File: config.mk
export PLATFORM = sky130hd
export DESIGN_NAME = multicycle_ctrl
export DESIGN_NICKNAME = d
export VERILOG_FILES = /design/src/rtl/multicycle_ctrl.sv
export SDC_FILE = /design/constraint.sdc
export NUM_CORES = 1
export LEC_CHECK = 0
export ABC_CLOCK_PERIOD_IN_PS = 1700
export CAP_MARGIN = 40
export CORE_UTILIZATION = 43
export CTS_CLUSTER_DIAMETER = 60
export DETAILED_ROUTE_END_ITERATION = 12
export GPL_TIMING_DRIVEN = 1
export PLACE_DENSITY = 0.73
export SYNTH_ARGS = -nofsm -noshare
export SYNTH_HDL_FRONTEND = slang
export SYNTH_SLANG_ARGS = --single-unit
File: constraint.sdc
create_clock -name clk -period 1.7 [get_ports clk]
set_clock_uncertainty 0.05 [all_clocks]
set_input_delay 0.34 -clock clk [delete_from_list [all_inputs] [get_ports clk]]
set_output_delay 0.34 -clock clk [all_outputs]
set_load 0.005 [all_outputs]
File: src/rtl/multicycle_ctrl.sv
// Multicycle LEGv8-subset control unit. It sequences FETCH, DECODE, EXECUTE,
// MEM and WRITEBACK, with a memory-wait watchdog and a sticky FAULT state.
module multicycle_ctrl #(
  parameter int TIMEOUT_CYCLES = 15
) (
  input  logic        clk,
  input  logic        reset_n,
  input  logic [10:0] opcode,
  input  logic        zero,
  input  logic        mem_ready,
  output logic        imem_req,
  output logic        ir_write,
  output logic        pc_write,
  output logic        reg2Loc,
  output logic        branch,
  output logic        memRead,
  output logic        memToReg,
  output logic        memWrite,
  output logic        aluSrc,
  output logic        regWrite,
  output logic [3:0]  aluOp,
  output logic [2:0]  state,
  output logic        retire,
  output logic [15:0] instr_count,
  output logic        fault,
  output logic [1:0]  fault_code
);

  typedef enum logic [2:0] {
    FETCH = 3'd0, DECODE = 3'd1, EXECUTE = 3'd2, MEM = 3'd3, WRITEBACK = 3'd4, FAULT = 3'd7
  } state_t;

  typedef enum logic [3:0] {
    C_ADD, C_SUB, C_AND, C_ORR, C_LDUR, C_STUR, C_CBZ, C_B, C_ILL
  } class_t;

  localparam int CW = $clog2(TIMEOUT_CYCLES + 1);

  state_t        stateQ, stateD;
  class_t        clsQ, clsDec;
  logic [CW-1:0] waitQ, waitD;
  logic [1:0]    codeQ, codeD;
  logic [15:0]   countQ;
  logic          waitExpire;

  assign state       = stateQ;
  assign fault       = (stateQ == FAULT);
  assign fault_code  = codeQ;
  assign instr_count = countQ;
  // The cycle that would be the TIMEOUT_CYCLES-th wait is the timeout cycle;
  // mem_ready high there still counts as completion.
  assign waitExpire  = (waitQ == CW'(TIMEOUT_CYCLES - 1));

  always_comb begin
    clsDec = C_ILL;
    casez (opcode)
      11'b10001011000: clsDec = C_ADD;
      11'b11001011000: clsDec = C_SUB;
      11'b10001010000: clsDec = C_AND;
      11'b10101010000: clsDec = C_ORR;
      11'b11111000010: clsDec = C_LDUR;
      11'b11111000000: clsDec = C_STUR;
      11'b10110100???: clsDec = C_CBZ;
      11'b000101?????: clsDec = C_B;
      default:         clsDec = C_ILL;
    endcase
  end

  always_comb begin
    stateD   = stateQ;
    waitD    = '0;
    codeD    = codeQ;
    imem_req = 1'b0;
    ir_write = 1'b0;
    pc_write = 1'b0;
    reg2Loc  = 1'b0;
    branch   = 1'b0;
    memRead  = 1'b0;
    memToReg = 1'b0;
    memWrite = 1'b0;
    aluSrc   = 1'b0;
    regWrite = 1'b0;
    aluOp    = 4'b0000;
    retire   = 1'b0;
    case (stateQ)
      FETCH: begin
        imem_req = 1'b1;
        if (mem_ready) begin
          ir_write = 1'b1;
          pc_write = 1'b1;
          stateD   = DECODE;
        end else if (waitExpire) begin
          stateD = FAULT;
          codeD  = 2'd2;
        end else begin
          waitD = waitQ + CW'(1);
        end
      end
      DECODE: begin
        if (clsDec == C_ILL) begin
          stateD = FAULT;
          codeD  = 2'd1;
        end else begin
          stateD = EXECUTE;
        end
      end
      EXECUTE: begin
        case (clsQ)
          C_ADD: begin aluOp = 4'b0010; stateD = WRITEBACK; end
          C_SUB: begin aluOp = 4'b0110; stateD = WRITEBACK; end
          C_AND: begin aluOp = 4'b0000; stateD = WRITEBACK; end
          C_ORR: begin aluOp = 4'b0001; stateD = WRITEBACK; end
          C_LDUR: begin aluOp = 4'b0010; aluSrc = 1'b1; stateD = MEM; end
          C_STUR: begin aluOp = 4'b0010; aluSrc = 1'b1; reg2Loc = 1'b1; stateD = MEM; end
          C_CBZ: begin
            aluOp    = 4'b0111;
            reg2Loc  = 1'b1;
            branch   = zero;
            pc_write = zero;
            retire   = 1'b1;
            stateD   = FETCH;
          end
          C_B: begin
            aluOp    = 4'b0010;
            branch   = 1'b1;
            pc_write = 1'b1;
            retire   = 1'b1;
            stateD   = FETCH;
          end
          default: begin
            stateD = FAULT;
            codeD  = 2'd1;
          end
        endcase
      end
      MEM: begin
        memRead  = (clsQ == C_LDUR);
        memWrite = (clsQ != C_LDUR);
        if (mem_ready) begin
          if (clsQ == C_LDUR) begin
            stateD = WRITEBACK;
          end else begin
            retire = 1'b1;
            stateD = FETCH;
          end
        end else if (waitExpire) begin
          stateD = FAULT;
          codeD  = 2'd3;
        end else begin
          waitD = waitQ + CW'(1);
        end
      end
      WRITEBACK: begin
        regWrite = 1'b1;
        memToReg = (clsQ == C_LDUR);
        retire   = 1'b1;
        stateD   = FETCH;
      end
      FAULT: stateD = FAULT;
      default: stateD = FETCH;
    endcase
    // While reset is held, nothing is requested and nothing retires.
    if (!reset_n) begin
      imem_req = 1'b0;
      ir_write = 1'b0;
      pc_write = 1'b0;
      reg2Loc  = 1'b0;
      branch   = 1'b0;
      memRead  = 1'b0;
      memToReg = 1'b0;
      memWrite = 1'b0;
      aluSrc   = 1'b0;
      regWrite = 1'b0;
      aluOp    = 4'b0000;
      retire   = 1'b0;
    end
  end

  always_ff @(posedge clk) begin
    if (!reset_n) begin
      stateQ <= FETCH;
      clsQ   <= C_ILL;
      waitQ  <= '0;
      codeQ  <= 2'd0;
      countQ <= 16'd0;
    end else begin
      stateQ <= stateD;
      waitQ  <= waitD;
      codeQ  <= codeD;
      if (stateQ == DECODE) clsQ <= clsDec;
      if (retire) countQ <= countQ + 16'd1;
    end
  end

endmodule

# After elaboration in Yosys (flattened, before gate mapping)
# Index checks and enable logic that the tools add are counted.
dict set report word_totals {
  inputBits 15
  wordCells 97
  register_bits 29
  out_inout_bits 37
}
dict set report op_classes {
  addsub 2
  bitwise 2
  n_eq_ne 29
  reduce_logical 12
  muxes 47
}
# operator count
set ops {}
lappend ops {{11-bit == test (second input constant)} 6}
lappend ops {{4-bit one-hot mux with 8 select lines} 1}
lappend ops {{1-bit 2-to-1 mux} 26}
lappend ops {{3-bit 2-to-1 mux} 6}
lappend ops {{16-bit by 1-bit adder with 16-bit output (second input constant)} 1}
lappend ops {{4-bit by 3-bit == test with 1-bit output (second input constant)} 4}
lappend ops {{3-bit one-hot mux with 5 select lines} 1}
lappend ops {{2-bit 2-to-1 mux} 6}
lappend ops {{2-bit != test (second input constant)} 6}
lappend ops {{3-bit one-hot mux with 4 select lines} 1}
lappend ops {{4-bit OR reduction} 3}
lappend ops {{3-bit one-hot mux with 3 select lines} 1}
lappend ops {{4-bit by 2-bit == test with 1-bit output (second input constant)} 2}
lappend ops {{4-bit == test (second input constant)} 2}
lappend ops {{8-bit == test (second input constant)} 1}
lappend ops {{2-bit one-hot mux with 4 select lines} 1}
lappend ops {{2-bit OR reduction} 4}
lappend ops {{8-bit OR reduction} 1}
lappend ops {{7-bit AND reduction} 1}
lappend ops {{3-bit by 2-bit == test with 1-bit output (second input constant)} 2}
lappend ops {{3-bit == test (second input constant)} 2}
lappend ops {{6-bit by 3-bit == test with 1-bit output (second input constant)} 1}
lappend ops {{4-bit by 1-bit adder with 4-bit output (second input constant)} 1}
lappend ops {{4-bit by 1-bit == test with 1-bit output (second input constant)} 1}
lappend ops {{other kinds (9)} 11}

# Longest topological paths before layout
dict set report depth {
  ltp_word 5
  depth_mapped 8
  mapped_depth_nobuf 7
}

# Worst setup path after synthesis
# No wires, ideal clock.
dict set report synth_path {
  path_type {register -> output}
  from {reg stateQ[2] (netlist: state[2])}
  to {out reg2Loc}
  path_slack_ns -0.241
  required_time_ns 1.310
  stages_incl_launch_ff 7
  path_buffers 1
  arrival_time_ns 1.551
  path_cell_list {dfxtp_1 > buf_2 > inv_1 > nand2_1 > or3_1 > or2_2 > nor2_1}
}
dict set report synth_via {
  elab_chain_len 3
}
# element line
set synth_lines {}
lappend synth_lines {{start, declared} 39} ;# state_t stateQ, stateD;
lappend synth_lines {{start signal, assigned} 187} ;# stateQ <= stateD;
lappend synth_lines {{3-bit by 2-bit == test with 1-bit output} 85} ;# case (stateQ)
lappend synth_lines {{1-bit 2-to-1 mux} 85}
lappend synth_lines {{1-bit 2-to-1 mux} 163} ;# if (!reset_n) begin
lappend synth_lines {{end, declared} 14} ;# output logic reg2Loc,
# No other way between the ends.

# Worst setup path in the final report
dict set report layout_path {
  from {reg stateQ[0] (netlist: state[0])}
  to {out retire}
}
dict set report layout_via {
  elab_chain_len 3
  word_cells_on_any_way 5
  cone_classes {3 x eq/ne; 2 x mux}
}
# element line
set layout_lines {}
lappend layout_lines {{3-bit == test / 3-bit by 2-bit == test with 1-bit output (equally long branches)} 85}
lappend layout_lines {{1-bit one-hot mux with 3 select lines (*)} 85}
lappend layout_lines {{1-bit 2-to-1 mux (*)} 163}
lappend layout_lines {{end, declared} 23} ;# output logic retire,
# Mark *: on every way between the ends. The rest lies on a longest branch, timed or not.

==> flow_results.org <==
** Run status
- The run finished, with violations left.
- Violations in the final reports :: negative setup slack

** Placed design
- Routability cong. :: roughly 0.86
- Including well taps, the total number of placed cells is ~390.
- Port Buffer Count :: 50
- The wire-length estimate of the detail-placed layout is approximately 4000 um.
- Before CTS, the worst setup slack after placement is -0.899 ns.

** Drt
- Post-Route WL :: ~8400 um
- Dividing the detail-routed via count by the number of cells gives around 6.3.
- The first detailed-routing pass took 5 iterations.
- DRT iter0 DRCs :: 263
- Post-detailed-route DRC marker count :: 0
- Remaining antenna violation count :: 0
- Number of vias in the routed layout :: ~2600
- Routed WL per cell :: between 20 and 25 um

** Floorplanning
- The die covers 4490 sq um.
- Starting utilization of the core area :: roughly 45%
- Die Span X :: 67.0 um
- Core outline area :: between 4000 and 5000 sq um
- Standard-cell row count :: 23
- Die outline height :: roughly 67 um
- # IOs :: 52

** Power and ir drop
- Maximum vdd ir drop :: around 1.2 mV
- Overall power of the completed layout :: 3.89 mW
- For this design the static power due to leakage is approximately 1.5 nW.
- For this design the ratio of total power to cell area is roughly 1100 nW/um^2.

** Timing
- The final-report max-slew violation count was 0.
- The count of endpoints failing hold in the final timing report was 0.
- Setup ws final :: -0.284 ns
- Ratio of final minimum period to clock period :: 117%
- Number of setup violations in the final report :: 29
- Fmax :: 504 MHz
- After layout, the minimum clock period comes to 1.98 ns.
- RSZ-0062 raised after global routing :: yes

** Layout
- Compared with the post-synthesis result, the final layout area differs by 92.7%.
- Fill cells in the final layout number ~200.
- The multi-input combinational cells in the finished layout cover a total of about 1500 sq um.
- Share of final-layout standard cells stronger than drive strength 1 :: between 40% and 50%
- Across the whole layout, storage elements account for 599 sq um.
- The count of cells in the finished layout, fillers not included, comes to 418.
- # diodes :: 0
- For this run, the post-layout net count is ~390.

** Critical path
- Along the worst path, the maximum fanout reaches 4.
- Required time worst endpoint :: roughly 1.3 ns
- The endpoint identified for the worst register-to-register timing path is instr_count[10]$_SDFFE_PN0P_.
- The worst setup path is captured at an output pin.
- Data arrival time of the worst path :: 1.59 ns
- Critical Setup Path Class :: reg -> out
- The critical path starts at state[0]$_SDFF_PN0_.
- The slowest stage of the critical path belongs to the cell sky130_fd_sc_hd__dfxtp_2.
- In this design, the stage delay of the slowest critical-path cell is around 0.35 ns.
- Grouping stages by cell kind, the critical path spends the most delay in buffers and inverters.
- The cell that appears most often on the critical path is sky130_fd_sc_hd__buf_6.
- Traced cell by cell, the critical path runs through buf_6 > buf_6 > nand4b_4 > buf_4 > o22ai_4 > and2_4 > buf_6.
- Sort of element at the start of the critical path :: register
- The critical path crosses 7 cells after its start point.
- Crit Reg-Reg Startpoint :: state[0]$_SDFF_PN0_
- The setup check on the worst reg-to-reg path leaves a slack of -0.28 ns.
- Worst setup path end :: retire
- For the worst flop-to-flop path, the logic depth is 8.
- Buffers and inverters on the worst path :: 4

** Global routing
- Combined global-route utilization of all metal layers :: between 30% and 40%
- Initial antenna violation count :: 0
- Total congestion overflow after global routing :: 0
- The first global-routing pass estimated a little over 10000 um of wire.
- Entering global routing, the biggest net connects 16 pins.
- The number of global-route vias before repair was approximately 2200.

** Clocking
- Longest Clk Path Bufs :: 2
- Clock tree synthesis selected as its root buffer the cell sky130_fd_sc_hd__clkbuf_8.
- Inserted Clock Buffers :: 5
- Sink count of the clock tree :: 29
- H-tree levels :: 2
- Worst skew pair latency :: ~0.29 ns
- After clock tree synthesis, the flow added hold-fix buffers numbering 0.
- TritonCTS built the clock tree.
- Clock-pin slew was measured on the worst setup and hold paths at approximately 0.07 ns.

** Synthesis
- Count of flip-flops with a built-in enable after synthesis :: 0
- In this run the cell area of the synthesized design comes to roughly 1800 sq um.
- For this run, the register share of the synthesized area comes to 31.9%.
- The cell count after synthesis came out at approximately 240.
- The most used flip-flop cell after synthesis is sky130_fd_sc_hd__dfxtp_1.
- Each instance of the synthesized netlist takes up on average 7.74 sq um.
- Yosys synthesis warning count :: 0
- Synthesis produced a netlist with a net count of 253.
- Yosys cell types :: 53
- Async SR Flop Fraction :: 0%
- Yosys reg bits :: 29

** Flow run
- Across the run, the number of max-cap violations was 0.

** Hold path
- Class of the worst hold path :: reg -> reg
-- synthesized netlist by cell type, types with 2 or more instances --
cell type                   number  area, sq um
sky130_fd_sc_hd__ha_1            3         37.5
sky130_fd_sc_hd__nor3_1          5         25.0
sky130_fd_sc_hd__or2_2           3         18.8
sky130_fd_sc_hd__nand3b_1        4         30.0
sky130_fd_sc_hd__nor2b_1         3         18.8
sky130_fd_sc_hd__nor4_1          3         18.8
sky130_fd_sc_hd__or4_1           2         15.0
sky130_fd_sc_hd__a2111oi_0       2         17.5
sky130_fd_sc_hd__inv_1           9         33.8
sky130_fd_sc_hd__o21ai_0        13         65.1
sky130_fd_sc_hd__nor3b_1         2         15.0
sky130_fd_sc_hd__buf_2           5         25.0
sky130_fd_sc_hd__nand4b_1        2         17.5
sky130_fd_sc_hd__or3_1          10         62.6
sky130_fd_sc_hd__and4b_1         2         20.0
sky130_fd_sc_hd__nand3_1         9         45.0
sky130_fd_sc_hd__nand4_1         7         43.8
sky130_fd_sc_hd__o41ai_1         2         17.5
sky130_fd_sc_hd__a21oi_1        28          140
sky130_fd_sc_hd__dfxtp_1        29          581
sky130_fd_sc_hd__and3b_1         2         17.5
sky130_fd_sc_hd__xnor2_1         4         35.0
sky130_fd_sc_hd__clkbuf_1        3         11.3
sky130_fd_sc_hd__nand2_1        21         78.8
sky130_fd_sc_hd__nor2_1         21         78.8
sky130_fd_sc_hd__nand2b_1        4         25.0
sky130_fd_sc_hd__o31a_1          2         17.5
sky130_fd_sc_hd__and2_1          3         18.8
sky130_fd_sc_hd__and4_1          2         17.5
sky130_fd_sc_hd__o22ai_1         3         18.8
sky130_fd_sc_hd__o31ai_1         2         15.0
sky130_fd_sc_hd__mux2i_1         4         40.0
-- cells in the final DEF, fill, tap and decap left out, types with 7 or more instances in the layout --
master | synthesis | final
sky130_fd_sc_hd__buf_4 | 1 | 63
sky130_fd_sc_hd__dlygate4sd2_1 | 0 | 10
sky130_fd_sc_hd__a21oi_1 | 28 | 19
sky130_fd_sc_hd__buf_2 | 5 | 9
sky130_fd_sc_hd__nand3_1 | 9 | 8
sky130_fd_sc_hd__a21oi_2 | 0 | 8
sky130_fd_sc_hd__clkdlybuf4s50_1 | 0 | 16
sky130_fd_sc_hd__nand2_1 | 21 | 18
sky130_fd_sc_hd__nor2_1 | 21 | 16
sky130_fd_sc_hd__buf_6 | 1 | 28
sky130_fd_sc_hd__o21ai_0 | 13 | 13
sky130_fd_sc_hd__dfxtp_1 | 29 | 20
sky130_fd_sc_hd__nand4_1 | 7 | 7
-- power by group --
part | total [mW] | switching [mW] | leakage (nW) | internal (mW)
Clock | 0.761 | 0.283 | 0.0585 | 0.478
Sequential | 0.921 | 0.117 | 0.239 | 0.804
Combinational | 2.20 | 1.11 | 1.22 | 1.09
Total | 3.89 | 1.52 | 1.51 | 2.37
-- timing repair --
item | 4_1_cts | 5_1_grt
gates resized for setup | 144 | 53
pin swaps | 36 | 30
cloned | 0 | 0
setup endpoints to repair | 32 | 46
buffers inserted | 23 | 12
-- cells by family after synthesis --
logic type | synth area share (%)
AND/OR/NAND/NOR | 35.9
AO/OA/AOI/OAI | 20.4
flip-flops | 31.9
buffers and inverters | 4.89
XOR/XNOR | 2.41
multiplexers | 2.20
adder cells (fa/ha/maj) | 2.06
other | 0.206
-- worst min-delay path: cells and delay by family (launching register included) --
| family | cells | cell delay (ns) |
|---|---|---|
| AO/OA/AOI/OAI | 2 | 0.12 |
| flip-flops | 1 | 0.33 |
-- through the flow --
stage	hold WS [ns]	util [%]	TNS (ns)	area, sq um
after floorplan	0.380	-	-0.544	1860
after CTS	0.433	80.7	-4.52	3250
after global placement	0.421	69.8	-18.69	2810
after detailed placement	0.428	69.8	-19.17	2810
final	0.452	87.0	-5.31	3500
after global routing	0.470	87.0	-7.17	3500
-- worst min-delay path by stage --
stage / to / depth (start not counted) / startpoint
after floorplan: waitQ[0]$_SDFF_PP0_ / 1 / waitQ[0]$_SDFF_PP0_
after global placement: instr_count[15]$_SDFFE_PN0P_ / 2 / instr_count[15]$_SDFFE_PN0P_
after detailed placement: instr_count[15]$_SDFFE_PN0P_ / 2 / instr_count[15]$_SDFFE_PN0P_
after CTS: instr_count[15]$_SDFFE_PN0P_ / 2 / instr_count[15]$_SDFFE_PN0P_
after global routing: instr_count[15]$_SDFFE_PN0P_ / 2 / instr_count[15]$_SDFFE_PN0P_
final: instr_count[15]$_SDFFE_PN0P_ / 2 / instr_count[15]$_SDFFE_PN0P_
-- sequential cells by signal, indices dropped and copies added (netlist names) --
name / cells
clsQ: 4
instr_count: 16
waitQ: 4
fault_code: 2
state: 3
-- per-layer routing --
metal / vias up / GRT usage (%) / wire length [um]
met1: 1253 / 36.7 / 3220
met3: 48 / 6.34 / 675
li1: 1141 / - / -
met2: 176 / 52.4 / 4150
met4: 0 / 13.0 / 393
met5: - / 0 / 0
-- area by class of cell --
| cell class | instances | share of cell area [%] |
|---|---|---|
| multi-input cells | 187 | 43.1 |
| repair buffers | 135 | 33.7 |
| flip-flops and latches | 29 | 17.1 |
| clock buffers | 7 | 2.46 |
| well taps | 50 | 1.79 |
| inverters | 9 | 0.964 |
| clock inverters | 1 | 0.857 |
Note: power is estimated with default switching activity, not from simulation.
